<file path="config.mk">
export PLATFORM = sky130hd
export DESIGN_NAME = tea_key_search
export DESIGN_NICKNAME = d
export VERILOG_FILES = /design/src/rtl/tea_key_search.sv
export SDC_FILE = /design/constraint.sdc
export NUM_CORES = 1
export LEC_CHECK = 0
export ABC_AREA = 1
export BUFFER_PORTS_ARGS = -buffer_cell sky130_fd_sc_hd__buf_2
export CAP_MARGIN = 20
export CORE_MARGIN = 3
export CORE_UTILIZATION = 35
export DETAILED_ROUTE_END_ITERATION = 10
export PLACE_DENSITY = 0.64
export SYNTH_ARGS = -nofsm -noshare
export SYNTH_HDL_FRONTEND = slang
export SYNTH_SLANG_ARGS = --single-unit
</file>
<file path="constraint.sdc">
create_clock -name clk -period 9.2 [get_ports clk]
set_input_delay 1.38 -clock clk [delete_from_list [all_inputs] [get_ports clk]]
set_output_delay 1.38 -clock clk [all_outputs]
set_load 0.005 [all_outputs]
</file>
<file path="src/rtl/tea_key_search.sv">
// Key-search scheduler driving one TEA decryption core over an inclusive 48-bit key range.
// Define TEA_KS_SCAN_ALL_EN to scan past hits to key_hi instead of stopping at the first hit.
module tea_key_search #(
  parameter int unsigned ROUNDS = 32
) (
  input  logic        clk,
  input  logic        rst,
  input  logic        ena,
  input  logic        go,
  input  logic        abort,
  input  logic [63:0] data_in,
  input  logic [47:0] key_lo,
  input  logic [47:0] key_hi,
  output logic        busy,
  output logic        done,
  output logic        found,
  output logic [47:0] key_found,
  output logic [15:0] hit_cnt,
  output logic [47:0] cur_key,
  output logic        core_ena,
  output logic        core_start,
  output logic [63:0] core_data,
  output logic [47:0] core_key,
  input  logic        core_valid
);

`ifdef TEA_KS_SCAN_ALL_EN
  localparam bit SCAN_ALL = 1'b1;
`else
  localparam bit SCAN_ALL = 1'b0;
`endif

  localparam logic [5:0] LAST_WAIT = 6'(ROUNDS - 1);
  localparam logic [5:0] DRAIN_END = 6'(ROUNDS);

  typedef enum logic [2:0] {IDLE, LAUNCH, WAIT, CHECK, DONE, DRAIN} state_t;

  state_t      state_q, state_d;
  logic [5:0]  cnt_q, cnt_d;
  logic [47:0] key_q, key_d;
  logic [47:0] hi_q, hi_d;
  logic [63:0] data_q, data_d;
  logic        found_q, found_d;
  logic [47:0] kf_q, kf_d;
  logic [15:0] hits_q, hits_d;

  always_ff @(posedge clk or posedge rst) begin
    if (rst) begin
      state_q <= IDLE;
      cnt_q   <= '0;
      key_q   <= '0;
      hi_q    <= '0;
      data_q  <= '0;
      found_q <= 1'b0;
      kf_q    <= '0;
      hits_q  <= '0;
    end else begin
      state_q <= state_d;
      cnt_q   <= cnt_d;
      key_q   <= key_d;
      hi_q    <= hi_d;
      data_q  <= data_d;
      found_q <= found_d;
      kf_q    <= kf_d;
      hits_q  <= hits_d;
    end
  end

  always_comb begin
    state_d = state_q;
    cnt_d   = cnt_q;
    key_d   = key_q;
    hi_d    = hi_q;
    data_d  = data_q;
    found_d = found_q;
    kf_d    = kf_q;
    hits_d  = hits_q;
    if (ena) begin
      unique case (state_q)
        IDLE: begin
          if (go) begin
            data_d  = data_in;
            hi_d    = key_hi;
            key_d   = key_lo;
            found_d = 1'b0;
            kf_d    = '0;
            hits_d  = '0;
            state_d = (key_lo > key_hi) ? DONE : LAUNCH;
          end
        end
        LAUNCH: begin
          cnt_d   = '0;
          state_d = abort ? DRAIN : WAIT;
        end
        WAIT: begin
          cnt_d = cnt_q + 6'd1;
          if (abort)                   state_d = DRAIN;
          else if (cnt_q == LAST_WAIT) state_d = CHECK;
        end
        CHECK: begin
          // Counter keeps running so an abort here drains relative to the last launch.
          cnt_d = cnt_q + 6'd1;
          if (abort) begin
            state_d = DRAIN;
          end else begin
            if (core_valid) begin
              found_d = 1'b1;
              kf_d    = key_q;
              if (hits_q != '1) hits_d = hits_q + 16'd1;
            end
            // End compare precedes the increment so key_hi of all-ones cannot wrap.
            if (key_q == hi_q || (core_valid && !SCAN_ALL)) begin
              state_d = DONE;
            end else begin
              key_d   = key_q + 48'd1;
              state_d = LAUNCH;
            end
          end
        end
        DONE: state_d = IDLE;
        DRAIN: begin
          if (cnt_q >= DRAIN_END) state_d = IDLE;
          else                    cnt_d   = cnt_q + 6'd1;
        end
        default: state_d = IDLE;
      endcase
    end
  end

  assign busy       = (state_q != IDLE);
  assign done       = (state_q == DONE);
  assign core_start = (state_q == LAUNCH);
  assign found      = found_q;
  assign key_found  = kf_q;
  assign hit_cnt    = hits_q;
  assign cur_key    = key_q;
  assign core_key   = key_q;
  assign core_data  = data_q;
  assign core_ena   = ena;

endmodule

</file>
==> metrics.md <==
| Metric | Value |
|---|---|
| Status | `completed` |
| WHS | `0.464 ns` |
| Clock power share | `24.0%` |
| Iter 0 DRT Violations | `983` |
| Fin area | `16500 µm²` |
| Max-cap viol count | `0` |
| Sum Neg Setup Slack | `0 ns` |
| Synth area leaders | `dfrtp_1 (44%), nand2_1 (18%), inv_1 (6.1%)` |
| Share of the synthesized area in the top cell type | `43.5%` |
| DRT antenna net count | `0` |
| Gate power share | `37.5%` |
| Detailed Place HPWL | `35300 µm` |
| Fmax | `285 MHz` |
| Pleak | `8.74 nW` |
| Clk_lat worst skew | `0.56 ns` |
| Placed cell areas | `15500 µm²` |
| Crit path arrival time | `3.96 ns` |
| DR top layer | `met5` |
| DRC | `0` |
| DR WL met3 | `3270 µm` |
| Congestion Overflow GR | `0` |
| Hold path cells | `2` |
| Starting density of the core | `35.6%` |
| Synth Area in Adders | `4.84%` |
| Vias | `12800` |
| Worst Setup End Kind | `register` |
| Synth Flop Type | `dfrtp_1` |
| Synth area leader | `dfrtp_1` |
| CTS tree | `yes` |
| Die area | `40800 µm²` |
| Final setup viols | `0` |
| Synth Warn # | `0` |
| Crit path max fanout | `72` |
| Via density | `4.82` |
| Switching pwr | `1.94 mW` |
| Antenna violations before repair | `7` |
| Final Util | `43.7%` |
| Hold crit path type | `reg -> reg` |
| CTS Hold Bufs | `0` |
| Syn Nets | `2008` |
| Drt wl/cell | `17.6 µm` |
| Clock Tree Root | `clkbuf_16` |
| Synth Register Bits | `234` |
| DIE WIDTH | `202 µm` |
| Post-CTS sizing | `0` |
| Total Routing Usage GR | `21.9%` |
| Worst Tran Pin Value | `0.962 ns` |
| Post-synth cell types | `39` |
| Sw Ratio | `40.9%` |
| Vias in the first global route | `12600` |
| Post-CTS setup buffers | `0` |
| Most frequent cells in the layout | `nand2_1 (647), buf_2 (394), dfrtp_1 (234), inv_1 (215), nor2_1 (128)` |
| Syn_area_per_cell | `7.51 µm²` |
| Final Power | `4.73 mW` |
| Reg2reg path depth | `10` |
| Final min period | `3.51 ns` |
| Clock Skew | `0.0292 ns` |
| Height of the die | `202 µm` |
| Setup slack, reg-to-reg | `5.84 ns` |
| Commonest non-fill, non-tap cell in the layout | `nand2_1` |
| Largest family of logic cells by synthesized area | `simple AND/OR/NAND/NOR gates` |
| VDD IR-drop max | `0.136 mV` |
| Cell count after synthesis | `1790` |
| Core region area | `37800 µm²` |
| Mux cell area share after synthesis | `0.0744%` |
| RSZ-0062 raised after global routing | `false` |
| I/O pin total | `395` |
| Tcrit/Tclk final | `38.1%` |
| Ys async rst share | `100%` |
| Synthesized cell area | `13500 µm²` |
| Internal power | `2.80 mW` |
| Fin nets | `2335` |
| Share of post-route cells with drive strength above 1 | `22.7%` |
| Register area share after synthesis | `43.5%` |
| Drt total wl | `46500 µm` |
| H-tree Lvls | `1` |
| Final Hold Fails | `0` |
| Pins over their slew limit | `0` |
| Startpoint types | `input pin` |
| TritonCTS Buffers | `28` |
| CP Class | `in -> reg` |
| Worst r2r dst | `hit_cnt[12]$_DFFE_PP0P_` |
| Sequential Power Share | `38.4%` |
| CP required | `9.65 ns` |
| Met2 WL | `21600 µm` |
| Post-synthesis simple-gate area fraction | `25.4%` |
| Post-Synth XOR/XNOR Area | `4.69%` |
| Placer's final routability congestion estimate | `0.939` |
| Clock Tree Buf Depth | `3` |
| Met1 Wirelength | `20200 µm` |
| Largest net degree at the start of global routing | `93` |
| Pwr per Cell Area | `287 nW/µm²` |
| Worst hold start | `core_data[28]$_DFFE_PP0P_` |
| First-pass GRT wire length | `70900 µm` |
| Compound-cell area share of the yosys netlist | `10.5%` |
| Endpoint, Worst Hold | `core_data[28]$_DFFE_PP0P_` |
| IO Port Bufs | `394` |
| EDFF count, synth | `0` |
| Clock-pin slew on the worst setup and hold paths | `0.06 ns` |
| Area Growth Syn to Fin | `22.5%` |
| Clk sink count | `234` |
| Relative slew margins | `35.8%` |
| R2R Path Start | `state_q[2]$_DFFE_PP0P_` |
| Cell row count | `71` |
| Detailed Routing Iterations Pass 1 | `5` |
## final cells by class
| cell class | count | area, µm² |
|---|---|---|
| Multi-Input combinational cell | 1228 | 6150 |
| Clock buffer | 40 | 837 |
| Tap cell | 511 | 639 |
| Sequential cell | 234 | 5860 |
| Antenna cell | 4 | 10.0 |
| Fill cell | 3832 | 21300 |
| Clock inverter | 9 | 101 |
| Inverter | 221 | 840 |
| Timing Repair Buffer | 404 | 2050 |
## critical path, cell delays in order
cell and delay, ns:
buf_2 0.12, inv_1 0.08, a21oi_1 0.17, nor2_2 0.08, inv_2 0.17, nor2_4 0.03
buf_4 0.26, inv_4 0.47, buf_4 0.68, o21ai_0 0.18, a21oi_1 0.18
## logic make-up after synthesis
kind of cell             Yosys count
buffers and inverters            328
flip-flops                       234
AO/OA/AOI/OAI                    238
XOR/XNOR                          72
AND/OR/NAND/NOR                  865
adder cells (fa/ha/maj)           52
multiplexers                       1
## routing by layer
| metal | track usage [%] | up-vias |
|---|---|---|
| met4 | 7.30 | 4 |
| met3 | 4.32 | 86 |
| li1 | - | 6232 |
| met5 | 0 | - |
| met1 | 29.4 | 6018 |
| met2 | 35.8 | 433 |
## worst max-delay path by stage
stage,from,slack [ns],end
finish,abort,5.69,hit_cnt[12]$_DFFE_PP0P_
global route,abort,5.43,hit_cnt[4]$_DFFE_PP0P_
CTS,abort,5.74,hit_cnt[5]$_DFFE_PP0P_
detailed placement,abort,5.17,hit_cnt[12]$_DFFE_PP0P_
global placement,abort,5.24,hit_cnt[9]$_DFFE_PP0P_
floorplan,rst,1.40,cnt_q[0]$_DFFE_PP0P_
## power by group through the flow
stage | registers, mW | logic (mW) | clock network, mW
floorplan | 1.73 | 1.21 | 0
global placement | 1.82 | 1.76 | 0
detailed placement | 1.83 | 1.79 | 0
CTS | 1.82 | 1.80 | 1.16
global route | 1.87 | 2.01 | 1.20
finish | 1.82 | 1.78 | 1.14
## through the flow
step | setup slack [ns] | std cells
2_1_floorplan | 1.40 | 1790
4_1_cts | 5.74 | 2647
3_3_place_gp | 5.24 | 2598
3_5_place_dp | 5.17 | 2598
5_1_grt | 5.43 | 2651
6_report | 5.69 | 2651
## sequential cells by signal, indices dropped and copies added (netlist names)
signal / cells
cnt_q: 6
key_found: 48
hi_q: 48
state_q: 3
hit_cnt: 16
found: 1
core_data: 64
core_key: 48
## synthesized netlist by cell type (27+ instances only)
library cell    n
nor2_1        128
a21oi_1        38
buf_4          49
o21ai_0       127
nand2_1       648
nand3_1        35
xor2_1         40
inv_1         217
dfrtp_1       234
o22ai_1        28
ha_1           52
buf_2          27
xnor2_1        32
Power figures use the tool's default switching activity.
